[config.mk]
export PLATFORM = sky130hd
export DESIGN_NAME = fringe_pattern_generator
export DESIGN_NICKNAME = d
export VERILOG_FILES = /design/src/rtl/fringe_pattern_generator.sv
export SDC_FILE = /design/constraint.sdc
export NUM_CORES = 1
export LEC_CHECK = 0
export ABC_CLOCK_PERIOD_IN_PS = 6100
export BUFFER_PORTS_ARGS = -buffer_cell sky130_fd_sc_hd__buf_2
export CAP_MARGIN = 0
export CORE_MARGIN = 2
export CORE_UTILIZATION = 48
export DETAILED_ROUTE_END_ITERATION = 8
export PLACE_DENSITY = 0.77
export SLEW_MARGIN = 20
export SYNTH_ARGS = -nofsm -noshare
export SYNTH_HDL_FRONTEND = slang
export SYNTH_SLANG_ARGS = --single-unit
[constraint.sdc]
create_clock -name SYS_aclk -period 6.1 [get_ports SYS_aclk]
set_clock_uncertainty 0.15 [all_clocks]
set_input_delay 1.22 -clock SYS_aclk [delete_from_list [all_inputs] [get_ports SYS_aclk]]
set_output_delay 1.22 -clock SYS_aclk [all_outputs]
set_load 0.005 [all_outputs]
[src/rtl/fringe_pattern_generator.sv]
// Fringe pattern generator: AXI4-Stream master emitting a signed triangle wave.
// Optional build macro FRINGE_GEN_NOISE_EN adds LFSR noise to emitted samples.
module fringe_pattern_generator #(
    parameter int AXIS_TDATA_WIDTH = 32,
    parameter int RATE_DIV_WIDTH   = 16
) (
    input  logic                        SYS_aclk,
    input  logic                        SYS_areset,
    input  logic                        FC_enable,
    input  logic [AXIS_TDATA_WIDTH-1:0] FC_lower_limit,
    input  logic [AXIS_TDATA_WIDTH-1:0] FC_upper_limit,
    input  logic [AXIS_TDATA_WIDTH-1:0] FC_step,
    input  logic [RATE_DIV_WIDTH-1:0]   FC_rate_div,
    output logic                        FC_error,
    output logic [31:0]                 STAT_period_count,
    output logic                        M_AXIS_tvalid,
    input  logic                        M_AXIS_tready,
    output logic [AXIS_TDATA_WIDTH-1:0] M_AXIS_tdata
);

    localparam int TDW = AXIS_TDATA_WIDTH;
    localparam int RDW = RATE_DIV_WIDTH;

    typedef enum logic [1:0] {IDLE, RISE, FALL, GAP} state_t;

    state_t           state_q, state_d;
    logic             dir_q, dir_d;
    logic [TDW-1:0]   lo_q, lo_d;
    logic [TDW-1:0]   hi_q, hi_d;
    logic [TDW-1:0]   st_q, st_d;
    logic [TDW-1:0]   tri_q, tri_d;
    logic [TDW-1:0]   tdata_q, tdata_d;
    logic             tvalid_q, tvalid_d;
    logic             err_q, err_d;
    logic [31:0]      cnt_q, cnt_d;
    logic [RDW-1:0]   div_q, div_d;

    logic [TDW-1:0]   noise;
    logic signed [TDW:0] up_x, dn_x;
    logic             hs, cfg_ok, rise, up_hit, dn_hit;
    logic [TDW-1:0]   nxt;
    logic             nxt_dir, wrap;

`ifdef FRINGE_GEN_NOISE_EN
    logic [15:0] lfsr_q, lfsr_d;

    assign noise = {{(TDW-4){lfsr_q[3]}}, lfsr_q[3:0]};

    // Galois LFSR steps once per accepted beat
    always_comb begin
        lfsr_d = lfsr_q;
        if (hs) begin
            lfsr_d = {1'b0, lfsr_q[15:1]} ^ (lfsr_q[0] ? 16'hB400 : 16'h0000);
        end
    end

    // LFSR register, reseeded on reset
    always_ff @(posedge SYS_aclk) begin
        if (SYS_areset) lfsr_q <= 16'hACE1;
        else            lfsr_q <= lfsr_d;
    end
`else
    assign noise = '0;
`endif

    // Adds noise to a triangle value, clamping to the signed sample range
    function automatic logic [TDW-1:0] emit(input logic [TDW-1:0] v,
                                            input logic [TDW-1:0] n);
        logic [TDW:0] s;
        s = {v[TDW-1], v} + {n[TDW-1], n};
        if (s[TDW] != s[TDW-1]) begin
            emit = s[TDW] ? {1'b1, {(TDW-1){1'b0}}} : {1'b0, {(TDW-1){1'b1}}};
        end else begin
            emit = s[TDW-1:0];
        end
    endfunction

    assign hs     = tvalid_q && M_AXIS_tready;
    assign cfg_ok = ($signed(FC_lower_limit) < $signed(FC_upper_limit)) &&
                    ($signed(FC_step) > 0);
    assign rise   = (state_q == RISE);
    assign up_x   = {tri_q[TDW-1], tri_q} + {st_q[TDW-1], st_q};
    assign dn_x   = {tri_q[TDW-1], tri_q} - {st_q[TDW-1], st_q};
    assign up_hit = up_x >= $signed({hi_q[TDW-1], hi_q});
    assign dn_hit = dn_x <= $signed({lo_q[TDW-1], lo_q});
    assign nxt    = rise ? (up_hit ? hi_q : up_x[TDW-1:0])
                         : (dn_hit ? lo_q : dn_x[TDW-1:0]);
    assign nxt_dir = rise ? !up_hit : dn_hit;
    assign wrap    = !rise && dn_hit;

    // Next-state and output logic of the waveform sequencer
    always_comb begin
        state_d  = state_q;
        dir_d    = dir_q;
        lo_d     = lo_q;
        hi_d     = hi_q;
        st_d     = st_q;
        tri_d    = tri_q;
        tdata_d  = tdata_q;
        tvalid_d = tvalid_q;
        err_d    = err_q;
        cnt_d    = cnt_q;
        div_d    = div_q;
        unique case (state_q)
            IDLE: begin
                if (FC_enable) begin
                    if (cfg_ok) begin
                        lo_d     = FC_lower_limit;
                        hi_d     = FC_upper_limit;
                        st_d     = FC_step;
                        tri_d    = FC_lower_limit;
                        tdata_d  = emit(FC_lower_limit, noise);
                        tvalid_d = 1'b1;
                        err_d    = 1'b0;
                        dir_d    = 1'b1;
                        state_d  = RISE;
                    end else begin
                        err_d = 1'b1;
                    end
                end
            end
            RISE, FALL: begin
                if (hs) begin
                    if (!FC_enable) begin
                        tvalid_d = 1'b0;
                        state_d  = IDLE;
                    end else begin
                        tri_d = nxt;
                        dir_d = nxt_dir;
                        if (wrap) cnt_d = cnt_q + 32'd1;
                        if (FC_rate_div == '0) begin
                            tdata_d = emit(nxt, noise);
                            state_d = nxt_dir ? RISE : FALL;
                        end else begin
                            tvalid_d = 1'b0;
                            div_d    = FC_rate_div;
                            state_d  = GAP;
                        end
                    end
                end
            end
            GAP: begin
                if (!FC_enable) begin
                    state_d = IDLE;
                end else if (div_q == RDW'(1)) begin
                    tdata_d  = emit(tri_q, noise);
                    tvalid_d = 1'b1;
                    state_d  = dir_q ? RISE : FALL;
                end else begin
                    div_d = div_q - RDW'(1);
                end
            end
            default: state_d = IDLE;
        endcase
    end

    // State register with synchronous reset
    always_ff @(posedge SYS_aclk) begin
        if (SYS_areset) begin
            state_q  <= IDLE;
            dir_q    <= 1'b1;
            lo_q     <= '0;
            hi_q     <= '0;
            st_q     <= '0;
            tri_q    <= '0;
            tdata_q  <= '0;
            tvalid_q <= 1'b0;
            err_q    <= 1'b0;
            cnt_q    <= '0;
            div_q    <= '0;
        end else begin
            state_q  <= state_d;
            dir_q    <= dir_d;
            lo_q     <= lo_d;
            hi_q     <= hi_d;
            st_q     <= st_d;
            tri_q    <= tri_d;
            tdata_q  <= tdata_d;
            tvalid_q <= tvalid_d;
            err_q    <= err_d;
            cnt_q    <= cnt_d;
            div_q    <= div_d;
        end
    end

    assign FC_error          = err_q;
    assign STAT_period_count = cnt_q;
    assign M_AXIS_tvalid     = tvalid_q;
    assign M_AXIS_tdata      = tdata_q;

endmodule

After elaboration in Yosys (flattened, before gate mapping)
Index checks and enable logic that the tools add are counted.
{"block": "word_totals", "reg_bits": 213, "out_inout_bits": 66}
{"block": "op_classes", "n_lt_le_gt_ge": 4, "eq_ne": 15, "n_reduce_logical": 18, "n_addsub": 4, "mux": 43}
{"op": "$mux W32", "n": 12}
{"op": "$pmux W32 S3", "n": 1}
{"op": "$mux W16", "n": 5}
{"op": "$pmux W32 S2", "n": 1}
{"op": "$add A32 B32 Y33", "n": 1}
{"op": "$ge A33 B32 Y1", "n": 1}
{"op": "$le A33 B32 Y1", "n": 1}
{"op": "$sub A32 B32 Y33", "n": 1}
{"op": "$add A32 B1 Y32 const B", "n": 1}
{"op": "$gt A32 B1 Y1 const B", "n": 1}
{"op": "$lt A32 B32 Y1", "n": 1}
{"op": "$pmux W16 S2", "n": 1}
{"op": "$mux W2", "n": 9}
{"op": "$ne A2 B2 Y1 const B", "n": 9}
{"op": "$eq A16 B1 Y1 const B", "n": 1}
{"op": "$logic_not A16 Y1", "n": 1}
{"op": "$sub A16 B1 Y16 const B", "n": 1}
{"op": "$reduce_and A6 Y1", "n": 2}
{"op": "$mux W1", "n": 11}
{"op": "$reduce_and A4 Y1", "n": 2}
{"op": "$reduce_and A7 Y1", "n": 1}
{"op": "$ne A3 B3 Y1 const B", "n": 2}
{"op": "$pmux W2 S3", "n": 1}
{"op": "$reduce_and A5 Y1", "n": 1}
{"op": "11 further kinds", "n": 16}

Logic depth before layout (Yosys ltp)
{"block": "depth", "depth_word": 9, "depth_mapped": 25}

Least setup slack after synthesis
No wires, ideal clock.
{"block": "synth_timing", "kind": "flip-flop to flip-flop", "start": "register tri_q[0]", "end": "register cnt_q[31] (netlist: STAT_period_count[31])", "required_ns": 5.880, "setup_ns": 0.070, "path_stages_with_launch": 23, "arrival_time_ns": 4.738, "path_slack_ns": 1.142, "path_cell_list": "dfxtp_1 inv_1 ha_1 fa_1 nor2b_1 o211ai_1 a211o_1 nand3_1 a21oi_1 o21ai_0 and3_1 o21a_1 nor2_1 ha_1 a21o_1 a211o_1 nor3_1 o2111a_1 a211oi_4 nor4_4 nand2_2 or3_1 a21oi_1"}
{"block": "synth_between", "elab_chain_cells": 4}
{"element": "from (decl)", "line_no": "31", "text": "logic [TDW-1:0] tri_q, tri_d;"}
{"element": "from (signal assigned)", "line_no": "177", "text": "tri_q <= tri_d;"}
{"element": "$sub A32 B32 Y33", "line_no": "83", "text": "assign dn_x = {tri_q[TDW-1], tri_q} - {st_q[TDW-1], st_q};"}
{"element": "$le A33 B32 Y1", "line_no": "85", "text": "assign dn_hit = dn_x <= $signed({lo_q[TDW-1], lo_q});"}
{"element": "$logic_and A1 B1 Y1", "line_no": "89", "text": "assign wrap = !rise && dn_hit;"}
{"element": "$reduce_and A4 Y1 (no source line)"}
{"element": "to (signal assigned)", "line_no": "181", "text": "cnt_q <= cnt_d;"}
{"element": "to (decl)", "line_no": "35", "text": "logic [31:0] cnt_q, cnt_d;"}
No other way between the ends.
A chain may end at the register's enable or synchronous reset.

Worst setup path after layout
{"block": "layout_timing", "start": "register st_q[19]", "end": "register tdata_q[11] (netlist: M_AXIS_tdata[11])"}
{"block": "layout_between", "elab_chain_cells": 8, "word_cells_on_any_way": 11, "classes_between": "add/sub: 2; order compare: 2; mux: 7"}
{"element": "from (decl)", "line_no": "30", "text": "logic [TDW-1:0] st_q, st_d;"}
{"element": "from (signal assigned)", "line_no": "176", "text": "st_q <= st_d;"}
{"element": "$sub A32 B32 Y33 or $add A32 B32 Y33 (tied branches)", "line_no": "83, 82"}
{"element": "$le A33 B32 Y1 or $ge A33 B32 Y1 (tied branches)", "line_no": "85, 84"}
{"element": "$mux W32 (on tied branches)", "line_no": "87, 86"}
{"element": "$mux W32 (*)", "line_no": "86", "text": "assign nxt = rise ? (up_hit ? hi_q : up_x[TDW-1:0])"}
{"element": "$mux W32 (*)", "line_no": "131", "text": "if (FC_rate_div == '0) begin"}
{"element": "$mux W32 (*)", "line_no": "124", "text": "if (!FC_enable) begin"}
{"element": "$mux W32 (*)", "line_no": "123", "text": "if (hs) begin"}
{"element": "$pmux W32 S3 (*)", "line_no": "104", "text": "unique case (state_q)"}
{"element": "to (signal assigned)", "line_no": "178", "text": "tdata_q <= tdata_d;"}
{"element": "to (decl)", "line_no": "32", "text": "logic [TDW-1:0] tdata_q, tdata_d;"}
Every way passes the cells marked *; elsewhere a longest branch is shown, timed or not. The select of a mux whose other input is x is not followed.

==> flow_summary.ini <==
[sta]
period_share_pct = 96.5
layout_setup_ws_ns = 0.211
max_freq_mhz = 170
fin_crit_ns = 5.89
worst_slew_pin_slew_ns = 1.15
drv_slew = 0
hold_viol = 0
fin_hold_ws_ns = 0.304
setup_tns_ns = 0
slew_headroom_pct = 22.4
setup_violations = 0

[drt]
ant_nets = 0
wire_per_inst_um = 20.7
via_count = 17400
wirelength_mm = 59.2
dr.first_iter.drc_count = 1449
drc = 0
via_per_inst = 6.09
first_pass_iters = 6

[global_routing]
grt_pass1_wl_mm = 91.9
antenna_found_initial = 1
gr-total-overflow = 0
grt_usage_pct = 32.2
grt_max_degree = 96
first_global_vias = 16500

[hold_path]
hp-class = reg2reg

[clocking]
clock_sink_count = 213
cts_buffer_depth = 3
cts.htree.levels = 1
cts_tree = yes
cts_buffers = 26
cts_root_buf = clkbuf_16
path_clk_slew_ns = 0.07
worstSkewPairLatency_ns = 0.57

[floorplan]
fp.coreArea_sq_um = 33600
initial_core_util_pct = 48.9
boundaryPins = 182
row_count = 67
die_x_um = 189
die_area_sq_um = 35700
die_y_um = 189

[finish]
regArea_sq_um = 4260
finalNonFillerCells = 2854
multi_input_area_sq_um = 11000
area_growth_pct = 14.4
fin_util_pct = 55.9
drive_above_1_share_pct = 14.3
nFillCells = 3168
fin_nets = 2674

[worst_setup_path]
critPathArrivalTime_ns = 6.16
worstPathMaxFanout = 12
critPathRequiredTime_ns = 6.37
path_class = reg2reg
r2r_setup_slack_ns = 0.21
worstSetupEndpointType = register
start_kind = register

[pwr]
p_leak_nw = 7.77
ir_drop_v = 0.000492
p_per_area_nw_per_um2 = 457

[logic_synthesis]
avgSynthCellArea_sq_um = 7.31
async_reset_ff_share_pct = 0
synth_ff_type = dfxtp_1
ys_ff_latch = 213
post-synth-top-area-cell = dfxtp_1
synth_edf_count = 0
synth.top_cells.by_area = dfxtp_1 26%, ha_1 13%, a21oi_1 9.4%, nand2_1 7.4%, nor2_1 4.5%
syn-instance-count = 2248
ys_warn_count = 0
synth_top_area_share_pct = 25.9
syn-num-nets = 2534
yosysSeqAreaShare_pct = 25.9
syn_area_sq_um = 16400
synth_cell_types = 90

[placement]
gp_congestion = 1.06
dp_slack_ns = 0.0164
place_inst = 2800
portBuffers = 181
dp_hpwl_mm = 44.3

[run_status]
status = complete, no violations

[job]
cap_violations = 0
[cells in the final DEF, fill, tap and decap left out, types with 38 or more instances in the layout]
cell      instances
nor2_1          195
nor3_1           38
a211oi_1         50
inv_1           182
o21ai_0          76
dfxtp_1         213
xnor2_1          58
buf_4            54
a21oi_1         305
buf_2           180
nand3_1          55
ha_1            165
o211ai_1         53
nand2_1         323
[state kept, by name, indices dropped and copies added, names as in the netlist]
signal and count:
STAT_period_count 32, div_q 16, state_q 2, hi_q 32, lo_q 32, M_AXIS_tvalid 1
M_AXIS_tdata 32, tri_q 32, FC_error 1, dir_q 1, st_q 32
[path summary, 6_finish.rpt]
check           start          endpoint  cells past startpoint
max          st_q[19]  M_AXIS_tdata[11]                     20
min reg2reg   lo_q[4]           lo_q[4]                      2
min           lo_q[4]           lo_q[4]                      2
max reg2reg  st_q[19]  M_AXIS_tdata[11]                     20
[cell usage after synthesis (9+ instances only)]
master,instances
o22ai_1,14
nand2b_1,19
or4_1,23
nand3_1,55
ha_1,168
nor2b_1,14
o21ai_0,77
xnor2_1,58
o21a_1,9
nor3_1,38
nand4_1,32
nor2_1,195
mux2i_1,11
xor2_1,23
nand2_1,324
buf_2,25
o31ai_1,9
a21o_1,17
a211o_1,11
or3_1,11
a211oi_2,9
a21oi_1,309
inv_1,183
o211ai_1,53
clkbuf_1,89
a211oi_1,51
and3_1,15
dfxtp_1,213
a31oi_1,15
nor4_1,23
[critical path, cell delays in order (launching register included)]
cell and delay (ns):
dfxtp_1 0.40, inv_1 0.07, ha_1 0.56, inv_1 0.20, a21oi_1 0.17, o21bai_1 0.07, a221oi_1 0.73, a21oi_2 0.22
a221oi_2 0.42, xor2_1 0.23, ha_1 0.29, nand4_1 0.15, a21oi_1 0.08, o21ai_0 0.30, o211ai_1 0.22, buf_4 0.19
or4b_1 0.49, a21oi_1 0.24, o22ai_1 0.16, a211oi_1 0.33, a2111oi_2 0.08
[stage by stage]
step | total power, W | area (sq um)
global placement | 0.00674 | 17900
floorplan | 0.00532 | 16400
detailed placement | 0.00679 | 17900
CTS | 0.00842 | 18700
finish | 0.00859 | 18800
global route | 0.00915 | 18800
[where the power goes]
| part | switching, W | internal, W | total [W] |
|---|---|---|---|
| clock network | 0.000644 | 0.000902 | 0.00155 |
| logic | 0.00334 | 0.00201 | 0.00535 |
| registers | 0.000144 | 0.00155 | 0.00170 |
[final cells by class]
type	instances	area share, %
antenna	1	0.0133
inverter	185	3.69
tap	448	2.98
clock buffer	37	4.00
multi-input combinational	1719	58.3
timing repair buffer	243	7.81
sequential	213	22.7
clock inverter	8	0.532
[timing repair]
item | in CTS | in global routing
gates resized for setup | 0 | 9
hold buffers | 0 | 0
setup buffers | 4 | 4
setup endpoints to repair | 1 | 42
pin swaps | 1 | 4
[cell families after synthesis]
kind of cell	count (synthesis)	share of synthesized area, %
flip-flops	213	25.9
buffers and inverters	316	7.79
AND/OR/NAND/NOR	787	22.3
adder cells (fa/ha/maj)	170	13.0
multiplexers	14	0.875
AO/OA/AOI/OAI	667	25.8
XOR/XNOR	81	4.32
[routing by layer]
metal / global-route usage, % / up-vias / routed length [um]
li1: - / 8212 / -
met1: 42.0 / 8228 / 25000
met2: 53.6 / 806 / 27300
met3: 5.21 / 131 / 4750
met4: 11.4 / 0 / 2110
met5: 0 / - / 0
Note: power is estimated with default switching activity, not from simulation.
